$ cat src/rtl/hwpe_sm_pkg.sv
// hwpe_sm_pkg: shared types and constants for the shared-memory HWPE port sharer.
package hwpe_sm_pkg;
  localparam int unsigned ID_PORT_W       = 8;
  localparam logic        TCDM_TYPE_READ  = 1'b1;
  localparam logic        TCDM_TYPE_WRITE = 1'b0;
  typedef struct packed {
    logic [ID_PORT_W-1:0] port;
    logic                 is_read;
  } sharer_id_t;
endpackage

$ cat src/rtl/hwpe_sm_id_fifo.sv
// hwpe_sm_id_fifo: synchronous FIFO holding the IDs of granted, unanswered transactions.
module hwpe_sm_id_fifo #(
  parameter int unsigned WIDTH = 9,
  parameter int unsigned DEPTH = 4
) (
  input  logic                     clk,
  input  logic                     rst_n,
  input  logic                     clear_i,
  input  logic                     push_i,
  input  logic [WIDTH-1:0]         data_i,
  input  logic                     pop_i,
  output logic [WIDTH-1:0]         data_o,
  output logic                     full_o,
  output logic                     empty_o,
  output logic [$clog2(DEPTH):0]   count_o
);
  localparam int unsigned AW = $clog2(DEPTH);
  logic [DEPTH-1:0][WIDTH-1:0] mem_q;
  logic [AW-1:0] wr_q, rd_q;
  logic [AW:0] cnt_q, cnt_d;
  logic do_push, do_pop;
  assign do_push = push_i && !full_o;
  assign do_pop  = pop_i && !empty_o;
  assign cnt_d   = cnt_q + {{AW{1'b0}}, do_push} - {{AW{1'b0}}, do_pop};
  assign full_o  = cnt_q == (AW+1)'(DEPTH);
  assign empty_o = cnt_q == '0;
  assign count_o = cnt_q;
  assign data_o  = mem_q[rd_q];
  always_ff @(posedge clk or negedge rst_n) begin
    if (!rst_n) begin
      wr_q  <= '0;
      rd_q  <= '0;
      cnt_q <= '0;
    end else if (clear_i) begin
      wr_q  <= '0;
      rd_q  <= '0;
      cnt_q <= '0;
    end else begin
      wr_q  <= do_push ? wr_q + 1'b1 : wr_q;
      rd_q  <= do_pop ? rd_q + 1'b1 : rd_q;
      cnt_q <= cnt_d;
    end
  end
  always_ff @(posedge clk) begin
    if (do_push) mem_q[wr_q] <= data_i;
  end
endmodule

$ cat src/rtl/hwpe_sm_port_sharer.sv
// hwpe_sm_port_sharer: round-robin sharing of N accelerator memory ports onto one TCDM port,
// with in-order response routing through an ID FIFO.
module hwpe_sm_port_sharer
  import hwpe_sm_pkg::*;
#(
  parameter int unsigned N_PORTS         = 4,
  parameter int unsigned ADDR_WIDTH      = 32,
  parameter int unsigned DATA_WIDTH      = 32,
  parameter int unsigned BE_WIDTH        = DATA_WIDTH/8,
  parameter int unsigned MAX_OUTSTANDING = 4
) (
  input  logic                                 clk,
  input  logic                                 rst_n,
  input  logic                                 clear_i,
  input  logic [N_PORTS-1:0]                   acc_cs_n_i,
  input  logic [N_PORTS-1:0]                   acc_we_i,
  input  logic [N_PORTS-1:0][ADDR_WIDTH-1:0]   acc_addr_i,
  input  logic [N_PORTS-1:0][BE_WIDTH-1:0]     acc_be_i,
  input  logic [N_PORTS-1:0][DATA_WIDTH-1:0]   acc_wdata_i,
  output logic [N_PORTS-1:0]                   acc_wait_n_o,
  output logic [N_PORTS-1:0]                   acc_rvalid_o,
  output logic [N_PORTS-1:0][DATA_WIDTH-1:0]   acc_rdata_o,
  output logic                                 tcdm_req_o,
  input  logic                                 tcdm_gnt_i,
  output logic [ADDR_WIDTH-1:0]                tcdm_add_o,
  output logic                                 tcdm_type_o,
  output logic [BE_WIDTH-1:0]                  tcdm_be_o,
  output logic [DATA_WIDTH-1:0]                tcdm_data_o,
  input  logic [DATA_WIDTH-1:0]                tcdm_r_data_i,
  input  logic                                 tcdm_r_valid_i,
  output logic                                 busy_o,
  output logic                                 err_o
);
  localparam int unsigned PW = N_PORTS > 1 ? $clog2(N_PORTS) : 1;
  localparam int unsigned CW = $clog2(MAX_OUTSTANDING) + 1;
  logic [PW-1:0] rr_q, rr_d, win;
  logic any, accept, full, empty, pop, err_q, err_d;
  logic [CW-1:0] count;
  sharer_id_t push_id, head;
  always_comb begin
    logic [PW-1:0] c;
    c   = '0;
    win = '0;
    any = 1'b0;
    for (int k = 0; k < N_PORTS; k++) begin
      c = PW'((32'(rr_q) + 32'(k)) % N_PORTS);
      if (!any && !acc_cs_n_i[c]) begin
        win = c;
        any = 1'b1;
      end
    end
  end
  // req depends only on registered occupancy, never on r_valid
  assign tcdm_req_o  = any && !full;
  assign accept      = tcdm_req_o && tcdm_gnt_i;
  assign tcdm_add_o  = any ? acc_addr_i[win] : '0;
  assign tcdm_be_o   = any ? acc_be_i[win] : '0;
  assign tcdm_data_o = any ? acc_wdata_i[win] : '0;
  assign tcdm_type_o = any ? (acc_we_i[win] ? TCDM_TYPE_WRITE : TCDM_TYPE_READ) : 1'b0;
  assign pop         = tcdm_r_valid_i && !empty;
  assign err_d       = err_q | (tcdm_r_valid_i & empty);
  assign rr_d        = accept ? (win == PW'(N_PORTS - 1) ? '0 : win + 1'b1) : rr_q;
  assign push_id     = '{port: ID_PORT_W'(win), is_read: !acc_we_i[win]};
  assign busy_o      = count != '0;
  assign err_o       = err_q;
  always_comb begin
    for (int i = 0; i < N_PORTS; i++) begin
      acc_wait_n_o[i] = accept && win == PW'(i);
      acc_rvalid_o[i] = pop && head.is_read && head.port == ID_PORT_W'(i);
      acc_rdata_o[i]  = (pop && head.is_read && head.port == ID_PORT_W'(i)) ? tcdm_r_data_i : '0;
    end
  end
  always_ff @(posedge clk or negedge rst_n) begin
    if (!rst_n) begin
      rr_q  <= '0;
      err_q <= 1'b0;
    end else if (clear_i) begin
      rr_q  <= '0;
      err_q <= 1'b0;
    end else begin
      rr_q  <= rr_d;
      err_q <= err_d;
    end
  end
  hwpe_sm_id_fifo #(
    .WIDTH ($bits(sharer_id_t)),
    .DEPTH (MAX_OUTSTANDING)
  ) i_id_fifo (
    .clk     (clk),
    .rst_n   (rst_n),
    .clear_i (clear_i),
    .push_i  (accept),
    .data_i  (push_id),
    .pop_i   (pop),
    .data_o  (head),
    .full_o  (full),
    .empty_o (empty),
    .count_o (count)
  );
endmodule
$ cat config.mk
export PLATFORM = sky130hd
export DESIGN_NAME = hwpe_sm_port_sharer
export DESIGN_NICKNAME = d
export VERILOG_FILES = /design/src/rtl/hwpe_sm_pkg.sv /design/src/rtl/hwpe_sm_id_fifo.sv /design/src/rtl/hwpe_sm_port_sharer.sv
export SDC_FILE = /design/constraint.sdc
export NUM_CORES = 1
export LEC_CHECK = 0
export ABC_AREA = 1
export BUFFER_PORTS_ARGS = -buffer_cell sky130_fd_sc_hd__buf_2
export CAP_MARGIN = 20
export CORE_AREA = 5 5 203 205
export DETAILED_ROUTE_END_ITERATION = 7
export DIE_AREA = 0 0 208 210
export MAX_ROUTING_LAYER = met4
export PLACE_DENSITY = 0.43
export SLEW_MARGIN = 25
export SYNTH_ARGS = -nofsm -noshare
export SYNTH_HDL_FRONTEND = slang
export SYNTH_SLANG_ARGS = --single-unit
$ cat constraint.sdc
create_clock -name clk -period 5.12 [get_ports clk]
set_input_delay 0.256 -clock clk [delete_from_list [all_inputs] [get_ports clk]]
set_output_delay 0.256 -clock clk [all_outputs]
set_load 0.02 [all_outputs]
==> reports/qor.log, run 1 <==
qor: outcome.run_status finished, final reports clean
qor: clock_network.cts_tree done
qor: flow_run.maxCapViolCount 0
qor: logic_synthesis.synthesis.instances 1046
qor: power_and_ir_drop.share_clk_of_total_power 2.3%
qor: power_and_ir_drop.power.sequential.fraction 4.3%
qor: critical_path.path_max_fanout 44
qor: timing.finClkSkew 0.007843 ns
qor: layout.area.growth.synth_to_final 61.63%
qor: critical_path.timing.critical_path.from_type register
qor: logic_synthesis.number_of_register_bits_inferred_by_synthesis 22
qor: critical_path.setup.worst_path.class reg -> out
qor: logic_synthesis.netlist_area 0.005047 mm²
qor: global_route.grt_first_pass_wirelength 50110 µm
qor: power_and_ir_drop.power.combinational.fraction 93.4%
qor: power_and_ir_drop.power_switching 0.004882 W
qor: critical_path.worstPathArrival 3.32 ns
qor: timing.setup_viol 0
qor: logic_synthesis.synth.distinct_cells 26
qor: global_route.grt_use_met1 15.97%
qor: critical_path.r2r_setup_slack 1.66 ns
qor: layout.finalNonFillerCells 2044
qor: layout.post_route_standard_cell_area_excluding_fillers 0.008158 mm²
qor: floorplan.initial_core_util 12.85%
qor: global_route.pin_count_of_the_biggest_net_entering_global_routing 85
qor: critical_path.reg2regPathDepth 16
qor: timing.timing.final.max_slew_violations 0
qor: power_and_ir_drop.power.internal 0.002339 W
qor: route.drt.antenna.violating_nets 0
qor: global_route.gr_peak_layer met2
qor: critical_path.worst_path_required 4.86 ns
qor: power_and_ir_drop.power.density 885.3 mW/mm²
qor: timing.finalWorstSetupSlack 1.549 ns
qor: clock_network.post-cts-setup-buffer-count 0
qor: logic_synthesis.avgSynthCellArea 4.825 µm²
qor: route.avg_vias_per_cell 4.004
qor: timing.final_hold_viol_count 0
qor: layout.final_cell_mix buf_2 (524), nand2_1 (319), nor2_1 (284)
qor: timing.layout_worst_path_cycle_share 69.75%
qor: layout.final_layout_size_suffix_gt1_share 36.66%
qor: min_path.hold_path.class in -> reg
qor: timing.grt_setup_unrepaired false
qor: clock_network.cts_num_sinks 22
qor: global_route.grt_use_met3 3.423%
qor: route.drt-wirelength-per-cell 17.08 µm
qor: placed_design.place_congestion 0.9750
qor: global_route.first_global_vias 8018
qor: route.routed_wirelength 34900 µm
qor: clock_network.clk_latency 0.26 ns
qor: logic_synthesis.post-synth-top-area-cell nand2_1
qor: clock_network.cts_buffers 3
qor: power_and_ir_drop.power.ir.vdd_worst 0.0004367 V
qor: clock_network.cts.clk_slew.worst_paths 0.06 ns
qor: floorplan.die-area 0.04368 mm²
qor: logic_synthesis.yosysTopAreaCellShare 23.95%
qor: floorplan.x_dimension_of_the_die 208 µm
qor: placed_design.placement.io_buffers 524
qor: route.detailedRoute.firstPassIterationCount 5
qor: logic_synthesis.mappedNetlistNets 1374
qor: floorplan.io_pins 525
qor: clock_network.clk_root_buffer_cell clkbuf_16
qor: layout.mostFrequentLayoutCell buf_2
qor: timing.achievable-frequency 0.2800 GHz
qor: timing.max_slew.worst_pin.slew 0.9986 ns
qor: placed_design.placed_cell_area 0.008029 mm²
qor: placed_design.post-place-ws 1.639 ns
qor: power_and_ir_drop.power_switching_share 67.61%
qor: global_route.initial_antenna_violation_count 18
qor: global_route.globalRouteTotalUtil 15.13%
qor: floorplan.core_region_area 0.03928 mm²
qor: layout.nets 1832
qor: floorplan.die_h 210 µm
qor: clock_network.cts.htree.levels 1
qor: timing.timing.slew.headroom 33.35%
qor: placed_design.detailed_place_hpwl 30110 µm
qor: logic_synthesis.yosysWarnings 0
qor: timing.whs 0.2496 ns
qor: timing.totalNegativeSetupSlack 0 ns
qor: floorplan.row_count 73
qor: route.via_total_after_detailed_routing 8185
qor: global_route.overflow 0
qor: power_and_ir_drop.p_leak 5.301 nW
qor: placed_design.placed_cells 2023
qor: logic_synthesis.synth.top_cells.by_area nand2_1 (24%), nand3_1 (21%), nor2_1 (21%)
qor: logic_synthesis.synth-seq-area-share 12.10%
qor: critical_path.cp-end-kind output pin
qor: timing.min_period 3.571 ns
qor: route.drc 0
qor: global_route.grt.met2_usage 28.84%
qor: clock_network.cts.path.max_buffers 2
qor: min_path.holdPathStages 2
qor: route.drt_iter0_markers 420
-- cell usage after synthesis (all sizes together) --
cell and instances:
o31ai 1, dfrtp 10, inv 77, nand3 218, nor3 2, buf 63, fa 1, a32oi 2
ha 10, xor2 2, o21ai 8, edfxtp 12, a22oi 1, nor2 285, clkbuf 19, nand4 3
a21oi 5, nand2 327
-- cells by family (layout without fill, tap and decap cells) --
logic type,Yosys count,count (layout),share of synthesized area (%)
AO/OA/AOI/OAI,17,17,1.934
XOR/XNOR,2,2,0.3471
adder cells (fa/ha/maj),11,11,2.876
buffers and inverters,159,616,14.20
flip-flops,22,22,12.10
other,0,16,0
AND/OR/NAND/NOR,835,835,68.54
-- sequential cells by signal, summed over array words and instances (netlist names) --
register and count:
i_id_fifo.mem_q 12, i_id_fifo.rd_q 2, err_o 1, rr_q 2
i_id_fifo.wr_q 2, i_id_fifo.count_o 3
-- power by group through the flow --
stage	sequential [W]	combinational (W)	clock [W]
finish	0.000309	0.00675	0.000167
global placement	0.000312	0.00693	0
floorplan	0.000295	0.00473	0
detailed placement	0.000312	0.00691	0
CTS	0.000310	0.00693	0.000166
global route	0.000317	0.00750	0.000174
-- stage by stage --
step           total power (W)  util [%]
2_1_floorplan         0.005028         -
3_3_place_gp          0.007243     20.43
3_5_place_dp          0.007224     20.44
4_1_cts               0.007403     20.67
5_1_grt               0.007988     20.76
6_report              0.007222     20.77
-- critical path, stage by stage (launching register included) --
cell and delay [ns]:
dfrtp_1 0.53, inv_2 0.18, nand2_1 0.09, nand2_1 0.08
nand2_1 0.09, inv_1 0.05, a22oi_1 0.15, nand3_1 0.42
inv_4 0.56, buf_4 0.44, nand3_1 0.15, nand2_1 0.08
nor2_1 0.04, buf_2 0.18
-- what timing repair did --
action                                 in CTS  in global routing
endpoints found under the hold margin      10                  0
hold buffers                                1                  0
resized for setup                           0                  0
-- area by class of cell --
| type | instances | area, µm² |
|---|---|---|
| inverter | 77 | 291.5 |
| sequential | 22 | 610.6 |
| antenna | 16 | 40.04 |
| fill | 4653 | 31120 |
| clock inverter | 1 | 3.754 |
| clock buffer | 3 | 75.07 |
| multi-input combinational | 865 | 3747 |
| timing repair buffer | 535 | 2733 |
| tap | 525 | 656.9 |
-- final timing paths --
path	start	endpoint
worst min register to register	err_o	err_o
worst max register to register	rr_q[0]	i_id_fifo.count_o[2]
worst max-delay path	rr_q[0]	tcdm_add_o[2]
worst min-delay path	clear_i	err_o
max in group asynchronous	rst_n	i_id_fifo.rd_q[1]
min in group asynchronous	rst_n	err_o
-- routing by layer --
layer	up-vias	share of wire [%]
met1	3590	37
met3	33	7.3
met5	-	0
met4	0	2.5
met2	371	53
li1	4191	-
Note: power is estimated with default switching activity, not from simulation.
==> inputs of run 2 (changes only) <==
--- a/config.mk
+++ b/config.mk
@@ -5,14 +5,14 @@
 export SDC_FILE = /design/constraint.sdc
 export NUM_CORES = 1
 export LEC_CHECK = 0
-export ABC_AREA = 1
+export ABC_AREA = 0
 export BUFFER_PORTS_ARGS = -buffer_cell sky130_fd_sc_hd__buf_2
 export CAP_MARGIN = 20
-export CORE_AREA = 5 5 203 205
+export CORE_AREA = 5 5 201 203
 export DETAILED_ROUTE_END_ITERATION = 7
-export DIE_AREA = 0 0 208 210
+export DIE_AREA = 0 0 206 208
 export MAX_ROUTING_LAYER = met4
-export PLACE_DENSITY = 0.43
+export PLACE_DENSITY = 0.42
 export SLEW_MARGIN = 25
 export SYNTH_ARGS = -nofsm -noshare
 export SYNTH_HDL_FRONTEND = slang
==> constraint.sdc (replaced) <==
create_clock -name clk -period 3.1 [get_ports clk]
set_input_delay 0.155 -clock clk [delete_from_list [all_inputs] [get_ports clk]]
set_output_delay 0.155 -clock clk [all_outputs]
set_load 0.02 [all_outputs]
==> reports/qor.log, run 2 <==
qor: outcome.run_status finished, final reports clean [unchanged]
qor: timing.totalNegativeSetupSlack 0 ns [unchanged]
qor: layout.fillerInstances 4368 [was 4653]
qor: min_path.hp-start tcdm_r_valid_i [was clear_i]
qor: layout.top_register i_id_fifo.mem_q [unchanged]
qor: timing.layout_worst_path_cycle_share 87.37%
qor: critical_path.worst_r2r_startpoint rr_q[0] [unchanged]
qor: placed_design.detailed_place_hpwl 25360 µm [was 30110 µm]
qor: critical_path.timing.critical_path.from_type register [unchanged]
qor: critical_path.setup.worst_path.class reg -> out [unchanged]
qor: route.detailedRoute.firstPassIterationCount 4 [was 5]
qor: logic_synthesis.synth_commonest_cells mux2i_1 (139), and2_1 (127), o22ai_1 (68) [was nand2_1 (322), nor2_1 (284), nand3_1 (215)]
qor: clock_network.clk_latency 0.26 ns [about the same]
qor: placed_design.place_congestion 0.8505 [was 0.9750]
qor: global_route.globalRouteTotalUtil 12.16% [was 15.13%]
qor: timing.finClkSkew 0.006764 ns [was 0.007843 ns]
qor: power_and_ir_drop.power_switching 0.001796 W [was 0.004882 W]
qor: critical_path.worst_path_required 2.94 ns [was 4.86 ns]
qor: placed_design.post-place-ws 0.6688 ns [was 1.639 ns]
qor: global_route.pin_count_of_the_biggest_net_entering_global_routing 55 [was 85]
qor: route.avg_vias_per_cell 3.742 [was 4.004]
qor: floorplan.core_region_area 0.03829 mm² [was 0.03928 mm²]
qor: logic_synthesis.synth-seq-area-share 14.71% [was 12.10%]
qor: route.drt.antenna.violating_nets 0 [unchanged]
qor: route.via_total_after_detailed_routing 5691 [was 8185]
qor: logic_synthesis.synth_simple_gate_area_share 24.83% [was 68.54%]
qor: floorplan.row_count 72 [was 73]
qor: clock_network.cts.htree.levels 1 [unchanged]
qor: logic_synthesis.dominantRegCellSynth edfxtp_1 [unchanged]
qor: timing.achievable-frequency 0.3692 GHz
qor: layout.nets 1313 [was 1832]
qor: placed_design.placement.io_buffers 524 [unchanged]
qor: timing.timing.final.max_slew_violations 0 [unchanged]
qor: logic_synthesis.synth_edf_count 12 [unchanged]
qor: power_and_ir_drop.p_leak 4.115 nW [was 5.301 nW]
qor: clock_network.cts.path.max_buffers 2 [unchanged]
qor: floorplan.initial_core_util 10.84% [was 12.85%]
qor: logic_synthesis.netlist_area 0.004151 mm² [was 0.005047 mm²]
qor: logic_synthesis.number_of_register_bits_inferred_by_synthesis 22 [unchanged]
qor: logic_synthesis.synth_mux_area_share 35.41% [was 0%]
qor: power_and_ir_drop.power_switching_share 51.47% [was 67.61%]
qor: route.drt_iter0_markers 244 [was 420]
qor: layout.largest_register_ffs 12 [unchanged]
qor: power_and_ir_drop.power.internal 0.001693 W [was 0.002339 W]
qor: timing.max_slew.worst_pin.slew 0.8366 ns [was 0.9986 ns]
qor: logic_synthesis.synth_top_family_by_area multiplexers [was simple AND/OR/NAND/NOR gates]
qor: logic_synthesis.asyncSetResetFlopFracSynth 45.45% [unchanged]
qor: critical_path.cp-end-kind output pin [unchanged]
qor: layout.area.growth.synth_to_final 80.77% [was 61.63%]
qor: logic_synthesis.parity_gate_share_of_the_synthesized_area_counting_xor_and_xnor_cells 1.055% [was 0.3471%]
qor: route.drc 0 [unchanged]
qor: floorplan.die-area 0.04285 mm² [was 0.04368 mm²]
qor: min_path.hold_path.class in -> reg [unchanged]
qor: power_and_ir_drop.share_clk_of_total_power 10.6% [was 2.3%]
qor: logic_synthesis.yosys.area_share.adder 3.496% [was 2.876%]
qor: logic_synthesis.post-synth-top-area-cell mux2i_1 [was nand2_1]
qor: logic_synthesis.yosysMostFrequentCell mux2i_1 [was nand2_1]
qor: logic_synthesis.mappedNetlistNets 809 [was 1374]
qor: timing.finalWorstSetupSlack 0.3917 ns [was 1.549 ns]
qor: layout.finish.utilization 19.60% [was 20.77%]
qor: logic_synthesis.yosysWarnings 0 [unchanged]
qor: layout.mostFrequentLayoutCell buf_2 [unchanged]
qor: timing.min_period 2.708 ns
qor: logic_synthesis.yosysTopAreaCellShare 33.51% [was 23.95%]
qor: power_and_ir_drop.power.ir.vdd_worst 0.0002129 V [was 0.0004367 V]
qor: layout.sequential_cell_area_in_the_final_layout 610.6 µm² [unchanged]
qor: layout.final_cell_mix buf_2 (524), mux2i_1 (139), and2_1 (127) [was buf_2 (524), nand2_1 (319), nor2_1 (284)]
qor: clock_network.cts_tree done [unchanged]
qor: critical_path.reg2regPathDepth 6 [was 16]
qor: timing.setup_viol 0 [unchanged]
qor: layout.final_layout_size_suffix_gt1_share 57.42% [was 36.66%]
qor: timing.timing.slew.headroom 44.23% [was 33.35%]
qor: power_and_ir_drop.power.total 0.003489 W [was 0.007222 W]
qor: critical_path.path_max_fanout 36 [was 44]
qor: clock_network.cts.clk_slew.worst_paths 0.07 ns [was 0.06 ns]
qor: min_path.holdPathStages 3 [was 2]
qor: logic_synthesis.synth.top_cells.by_area mux2i_1 (34%), and2_1 (19%), o22ai_1 (10%) [was nand2_1 (24%), nand3_1 (21%), nor2_1 (21%)]
qor: logic_synthesis.synth.distinct_cells 39 [was 26]
qor: clock_network.cts_num_sinks 22 [unchanged]
qor: layout.finalNonFillerCells 1521 [was 2044]
qor: logic_synthesis.complex_gate_fraction_of_the_synthesized_area 12.51% [was 1.934%]
qor: clock_network.post-cts-setup-buffer-count 0 [unchanged]
qor: critical_path.worst_r2r_endpoint i_id_fifo.mem_q[9] [was i_id_fifo.count_o[2]]
qor: power_and_ir_drop.power.sequential.fraction 12.3% [was 4.3%]
qor: logic_synthesis.synthesis.instances 481 [was 1046]
qor: route.routed_wirelength 28090 µm [was 34900 µm]
qor: power_and_ir_drop.power.density 465.0 mW/mm² [was 885.3 mW/mm²]
qor: power_and_ir_drop.power.combinational.fraction 77.2% [was 93.4%]
qor: clock_network.cts_buffers 3 [unchanged]
qor: logic_synthesis.avgSynthCellArea 8.631 µm² [was 4.825 µm²]
qor: global_route.first_global_vias 5637 [was 8018]
qor: critical_path.worstPathArrival 2.55 ns [was 3.32 ns]
qor: placed_design.placed_cells 1497 [was 2023]
qor: clock_network.cts_resized 0 [unchanged]
qor: clock_network.clk_root_buffer_cell clkbuf_16 [unchanged]
qor: timing.grt_setup_unrepaired false [unchanged]
qor: timing.final_hold_viol_count 0 [unchanged]
qor: global_route.initial_antenna_violation_count 22 [was 18]
qor: floorplan.io_pins 525 [unchanged]
qor: min_path.whs_endpoint err_o [unchanged]
qor: route.drt-wirelength-per-cell 18.47 µm [was 17.08 µm]
qor: flow_run.maxCapViolCount 0 [unchanged]
qor: global_route.grt_first_pass_wirelength 38120 µm [was 50110 µm]
qor: global_route.overflow 0 [unchanged]
qor: layout.multi_input_area 0.003223 mm² [was 0.003747 mm²]
qor: floorplan.x_dimension_of_the_die 206 µm [was 208 µm]
qor: floorplan.die_h 208 µm [was 210 µm]
qor: critical_path.r2r_setup_slack 0.85 ns [was 1.66 ns]
## run 2: worst max-delay path, cell delays in order, from the launching register on
cell and delay, ns:
dfrtp_1 0.43, o21ai_0 0.39, a22o_2 0.76, buf_12 0.28, o22ai_1 0.15, buf_2 0.21
## run 2: worst max-delay path by stage
stage	startpoint	end	slack [ns]	cells past startpoint
2_1_floorplan	i_id_fifo.count_o[2]	i_id_fifo.count_o[2]	0.87	11
3_3_place_gp	rr_q[0]	tcdm_data_o[19]	0.68	5
3_5_place_dp	rr_q[0]	tcdm_add_o[1]	0.67	5
4_1_cts	rr_q[0]	tcdm_add_o[1]	0.37	5
5_1_grt	rr_q[0]	tcdm_add_o[1]	0.21	5
6_report	rr_q[0]	tcdm_add_o[1]	0.39	5
## run 2: cell type report
class | count | area share, %
clock buffer | 3 | 1.000
multi-input combinational | 403 | 42.95
antenna | 19 | 0.6335
inverter | 10 | 0.5002
tap | 518 | 8.636
clock inverter | 1 | 0.4001
sequential | 22 | 8.136
timing repair buffer | 545 | 37.75
## run 2: what timing repair did
| action | in CTS | in global routing |
|---|---|---|
| hold buffers | 1 | 0 |
| endpoints found under the setup margin | 0 | 0 |
| hold endpoints to repair | 10 | 0 |
## run 2: cell families after synthesis
group                    count (synthesis)
AND/OR/NAND/NOR                        163
AO/OA/AOI/OAI                           81
buffers and inverters                   56
flip-flops                              22
adder cells (fa/ha/maj)                 11
XOR/XNOR                                 5
multiplexers                           143
## run 2: power groups by stage
stage               Sequential, W  Clock [W]  Combinational, W
detailed placement       0.000434          0           0.00275
CTS                      0.000430   0.000376           0.00275
global route             0.000438   0.000388           0.00291
global placement         0.000433          0           0.00274
finish                   0.000428   0.000368           0.00269
floorplan                0.000417          0           0.00175
## run 2: metrics by stage
stage,hold WS (ns),instance area [µm²]
2_1_floorplan,-0.1406,4151
3_3_place_gp,0.06184,7342
3_5_place_dp,0.06373,7342
4_1_cts,0.1426,7457
5_1_grt,0.1394,7492
6_report,0.1394,7505
## run 2: per-layer routing
| layer | vias to the layer above | track usage, % | wire length (µm) |
|---|---|---|---|
| li1 | 2771 | - | - |
| met3 | 22 | 3.379 | 2833 |
| met1 | 2556 | 11.55 | 9411 |
| met2 | 342 | 24.68 | 15440 |
| met5 | - | - | 0 |
| met4 | 0 | 1.262 | 411 |
==> inputs of run 3 (changes only) <==
--- a/config.mk
+++ b/config.mk
@@ -8,11 +8,12 @@
 export ABC_AREA = 0
 export BUFFER_PORTS_ARGS = -buffer_cell sky130_fd_sc_hd__buf_2
 export CAP_MARGIN = 20
-export CORE_AREA = 5 5 201 203
+export CORE_AREA = 5 5 200 202
+export CTS_BUF_LIST = sky130_fd_sc_hd__clkbuf_2 sky130_fd_sc_hd__clkbuf_4 sky130_fd_sc_hd__clkbuf_8
 export DETAILED_ROUTE_END_ITERATION = 7
-export DIE_AREA = 0 0 206 208
+export DIE_AREA = 0 0 205 207
 export MAX_ROUTING_LAYER = met4
-export PLACE_DENSITY = 0.42
+export PLACE_DENSITY = 0.41
 export SLEW_MARGIN = 25
 export SYNTH_ARGS = -nofsm -noshare
 export SYNTH_HDL_FRONTEND = slang
==> constraint.sdc (replaced) <==
create_clock -name clk -period 3.25 [get_ports clk]
set_input_delay 0.1625 -clock clk [delete_from_list [all_inputs] [get_ports clk]]
set_output_delay 0.1625 -clock clk [all_outputs]
set_load 0.02 [all_outputs]
==> reports/qor.log, run 3 (synthesis results as in run 2) <==
qor: timing.final_hold_viol_count 0 [unchanged]
qor: clock_network.clk_latency 0.25 ns [was 0.26 ns]
qor: floorplan.die-area 0.04244 mm² [was 0.04285 mm²]
qor: clock_network.cts_num_sinks 22 [unchanged]
qor: min_path.hp-start tcdm_r_valid_i [unchanged]
qor: clock_network.cts.path.max_buffers 2 [unchanged]
qor: floorplan.initial_core_util 10.89% [was 10.84%]
qor: timing.achievable-frequency 0.3453 GHz
qor: route.routed_wirelength 28180 µm [was 28090 µm]
qor: critical_path.worst_r2r_startpoint i_id_fifo.count_o[1] [was rr_q[0]]
qor: clock_network.cts.clk_slew.worst_paths 0.08 ns [was 0.07 ns]
qor: timing.totalNegativeSetupSlack 0 ns [unchanged]
qor: route.detailedRoute.firstPassIterationCount 4 [unchanged]
qor: timing.min_period 2.896 ns
qor: flow_run.maxCapViolCount 0 [unchanged]
qor: route.via_total_after_detailed_routing 5726 [was 5691]
qor: placed_design.place_congestion 0.8397 [was 0.8505]
qor: power_and_ir_drop.p_leak 4.101 nW [was 4.115 nW]
qor: layout.mostFrequentLayoutCell buf_2 [unchanged]
qor: timing.layout_worst_path_cycle_share 89.10%
qor: layout.final_layout_size_suffix_gt1_share 57.40% [was 57.42%]
qor: power_and_ir_drop.power.total 0.003171 W [was 0.003489 W]
qor: floorplan.x_dimension_of_the_die 205 µm [was 206 µm]
qor: route.drt.antenna.violating_nets 0 [unchanged]
qor: critical_path.reg2regPathDepth 10 [was 6]
qor: layout.largest_register_ffs 12 [unchanged]
qor: floorplan.row_count 72 [unchanged]
qor: critical_path.worst_path_required 3.09 ns [was 2.94 ns]
qor: layout.finalNonFillerCells 1517 [was 1521]
qor: timing.finClkSkew 0.005486 ns [was 0.006764 ns]
qor: critical_path.worstPathArrival 2.73 ns [was 2.55 ns]
qor: critical_path.worst_r2r_endpoint i_id_fifo.count_o[2] [was i_id_fifo.mem_q[9]]
qor: global_route.initial_antenna_violation_count 22 [unchanged]
qor: timing.grt_setup_unrepaired false [unchanged]
qor: clock_network.cts_tree done [unchanged]
qor: power_and_ir_drop.power.density 425.2 mW/mm² [was 465.0 mW/mm²]
qor: floorplan.io_pins 525 [unchanged]
qor: global_route.grt_first_pass_wirelength 38700 µm [was 38120 µm]
qor: min_path.holdPathStages 3 [unchanged]
qor: floorplan.core_region_area 0.03811 mm² [was 0.03829 mm²]
qor: critical_path.r2r_setup_slack 0.98 ns [was 0.85 ns]
qor: timing.timing.final.max_slew_violations 0 [unchanged]
qor: clock_network.cts_buffers 3 [unchanged]
qor: placed_design.placed_cells 1499 [was 1497]
qor: critical_path.cp-end-kind output pin [unchanged]
qor: route.drt_iter0_markers 256 [was 244]
qor: critical_path.timing.critical_path.from_type register [unchanged]
qor: placed_design.detailed_place_hpwl 25630 µm [was 25360 µm]
qor: route.drt-wirelength-per-cell 18.58 µm [was 18.47 µm]
qor: timing.max_slew.worst_pin.slew 0.6695 ns [was 0.8366 ns]
qor: global_route.globalRouteTotalUtil 12.32% [was 12.16%]
qor: layout.nets 1315 [was 1313]
qor: critical_path.setup.worst_path.class reg -> out [unchanged]
qor: outcome.run_status finished, final reports clean [unchanged]
qor: layout.area.growth.synth_to_final 79.63% [was 80.77%]
qor: clock_network.clk_root_buffer_cell clkbuf_8 [was clkbuf_16]
qor: min_path.whs_endpoint err_o [unchanged]
qor: global_route.first_global_vias 5720 [was 5637]
qor: layout.fillerInstances 4358 [was 4368]
qor: clock_network.cts.htree.levels 1 [unchanged]
qor: timing.timing.slew.headroom 54.09% [was 44.23%]
qor: critical_path.path_max_fanout 40 [was 36]
qor: timing.setup_viol 0 [unchanged]
qor: route.avg_vias_per_cell 3.775 [was 3.742]
qor: min_path.hold_path.class in -> reg [unchanged]
qor: clock_network.cts_resized 0 [unchanged]
qor: route.drc 0 [unchanged]
qor: placed_design.placement.io_buffers 524 [unchanged]
qor: clock_network.post-cts-setup-buffer-count 0 [unchanged]
qor: global_route.overflow 0 [unchanged]
qor: floorplan.die_h 207 µm [was 208 µm]
qor: layout.final_cell_mix buf_2 (524), mux2i_1 (139), and2_1 (127) [unchanged]
qor: global_route.pin_count_of_the_biggest_net_entering_global_routing 51 [was 55]
qor: layout.top_register i_id_fifo.mem_q [unchanged]
qor: power_and_ir_drop.power.ir.vdd_worst 0.0001587 V [was 0.0002129 V]
==> run 3: changes by cell type in the layout (fill, tap and decap cells not counted), sizes merged <==
cell    delta
bufinv     -1
diode      -6
clkinv     +1
buf        +2
==> run 3: cell type report <==
cell class	count	area [µm²]	share of cell area, %
multi-input cells	403	3223	43.22
repair buffers	547	2860	38.36
well taps	518	648.1	8.691
flip-flops and latches	22	610.6	8.188
clock buffers	3	41.29	0.5537
inverters	10	37.54	0.5034
diodes	13	32.53	0.4362
clock inverters	1	3.754	0.05034
==> run 3: stage by stage <==
stage / util (%) / area (µm²) / setup WS, ns / hold WS [ns]
floorplan: - / 4151 / 1.015 / -0.1331
global placement: 19.34 / 7370 / 0.6820 / 0.04404
detailed placement: 19.34 / 7370 / 0.6444 / 0.04164
CTS: 19.48 / 7425 / 0.3473 / 0.1508
global route: 19.57 / 7457 / 0.2142 / 0.1527
finish: 19.57 / 7457 / 0.3543 / 0.1553
==> run 3: worst max-delay path by stage <==
stage / start / to / slack (ns) / depth (start not counted)
final: rr_q[1] / tcdm_add_o[27] / 0.35 / 7
after global routing: rr_q[1] / tcdm_add_o[27] / 0.21 / 7
after CTS: rr_q[1] / tcdm_add_o[27] / 0.35 / 7
after detailed placement: rr_q[1] / tcdm_add_o[27] / 0.64 / 7
after global placement: rr_q[1] / tcdm_add_o[27] / 0.68 / 7
after floorplan: i_id_fifo.count_o[2] / i_id_fifo.count_o[2] / 1.02 / 11
==> run 3: power breakdown <==
group	leakage, nW	switching (W)	internal (W)
clock network	0.0232	0.0000815	0.0000840
registers	0.243	0.0000521	0.000358
logic	3.83	0.00157	0.00102
==> run 3: repair_timing <==
action	CTS	global route
hold endpoints to repair	10	0
setup endpoints to repair	0	0
hold buffers	1	0
==> run 3: critical path: stages, from the launching register on <==
cell and delay [ns]:
dfrtp_1 0.47, o221ai_1 0.17, a22oi_2 0.57, buf_12 0.35, buf_4 0.21, mux2i_1 0.36
o22ai_1 0.13, buf_2 0.19
==> run 3: per-layer routing <==
metal | vias to the layer above | global-route usage [%] | wire length (µm)
met5 | - | - | 0
met4 | 0 | 2.541 | 598
met3 | 30 | 2.424 | 2703
met2 | 371 | 24.92 | 15730
met1 | 2557 | 11.86 | 9152
li1 | 2768 | - | -
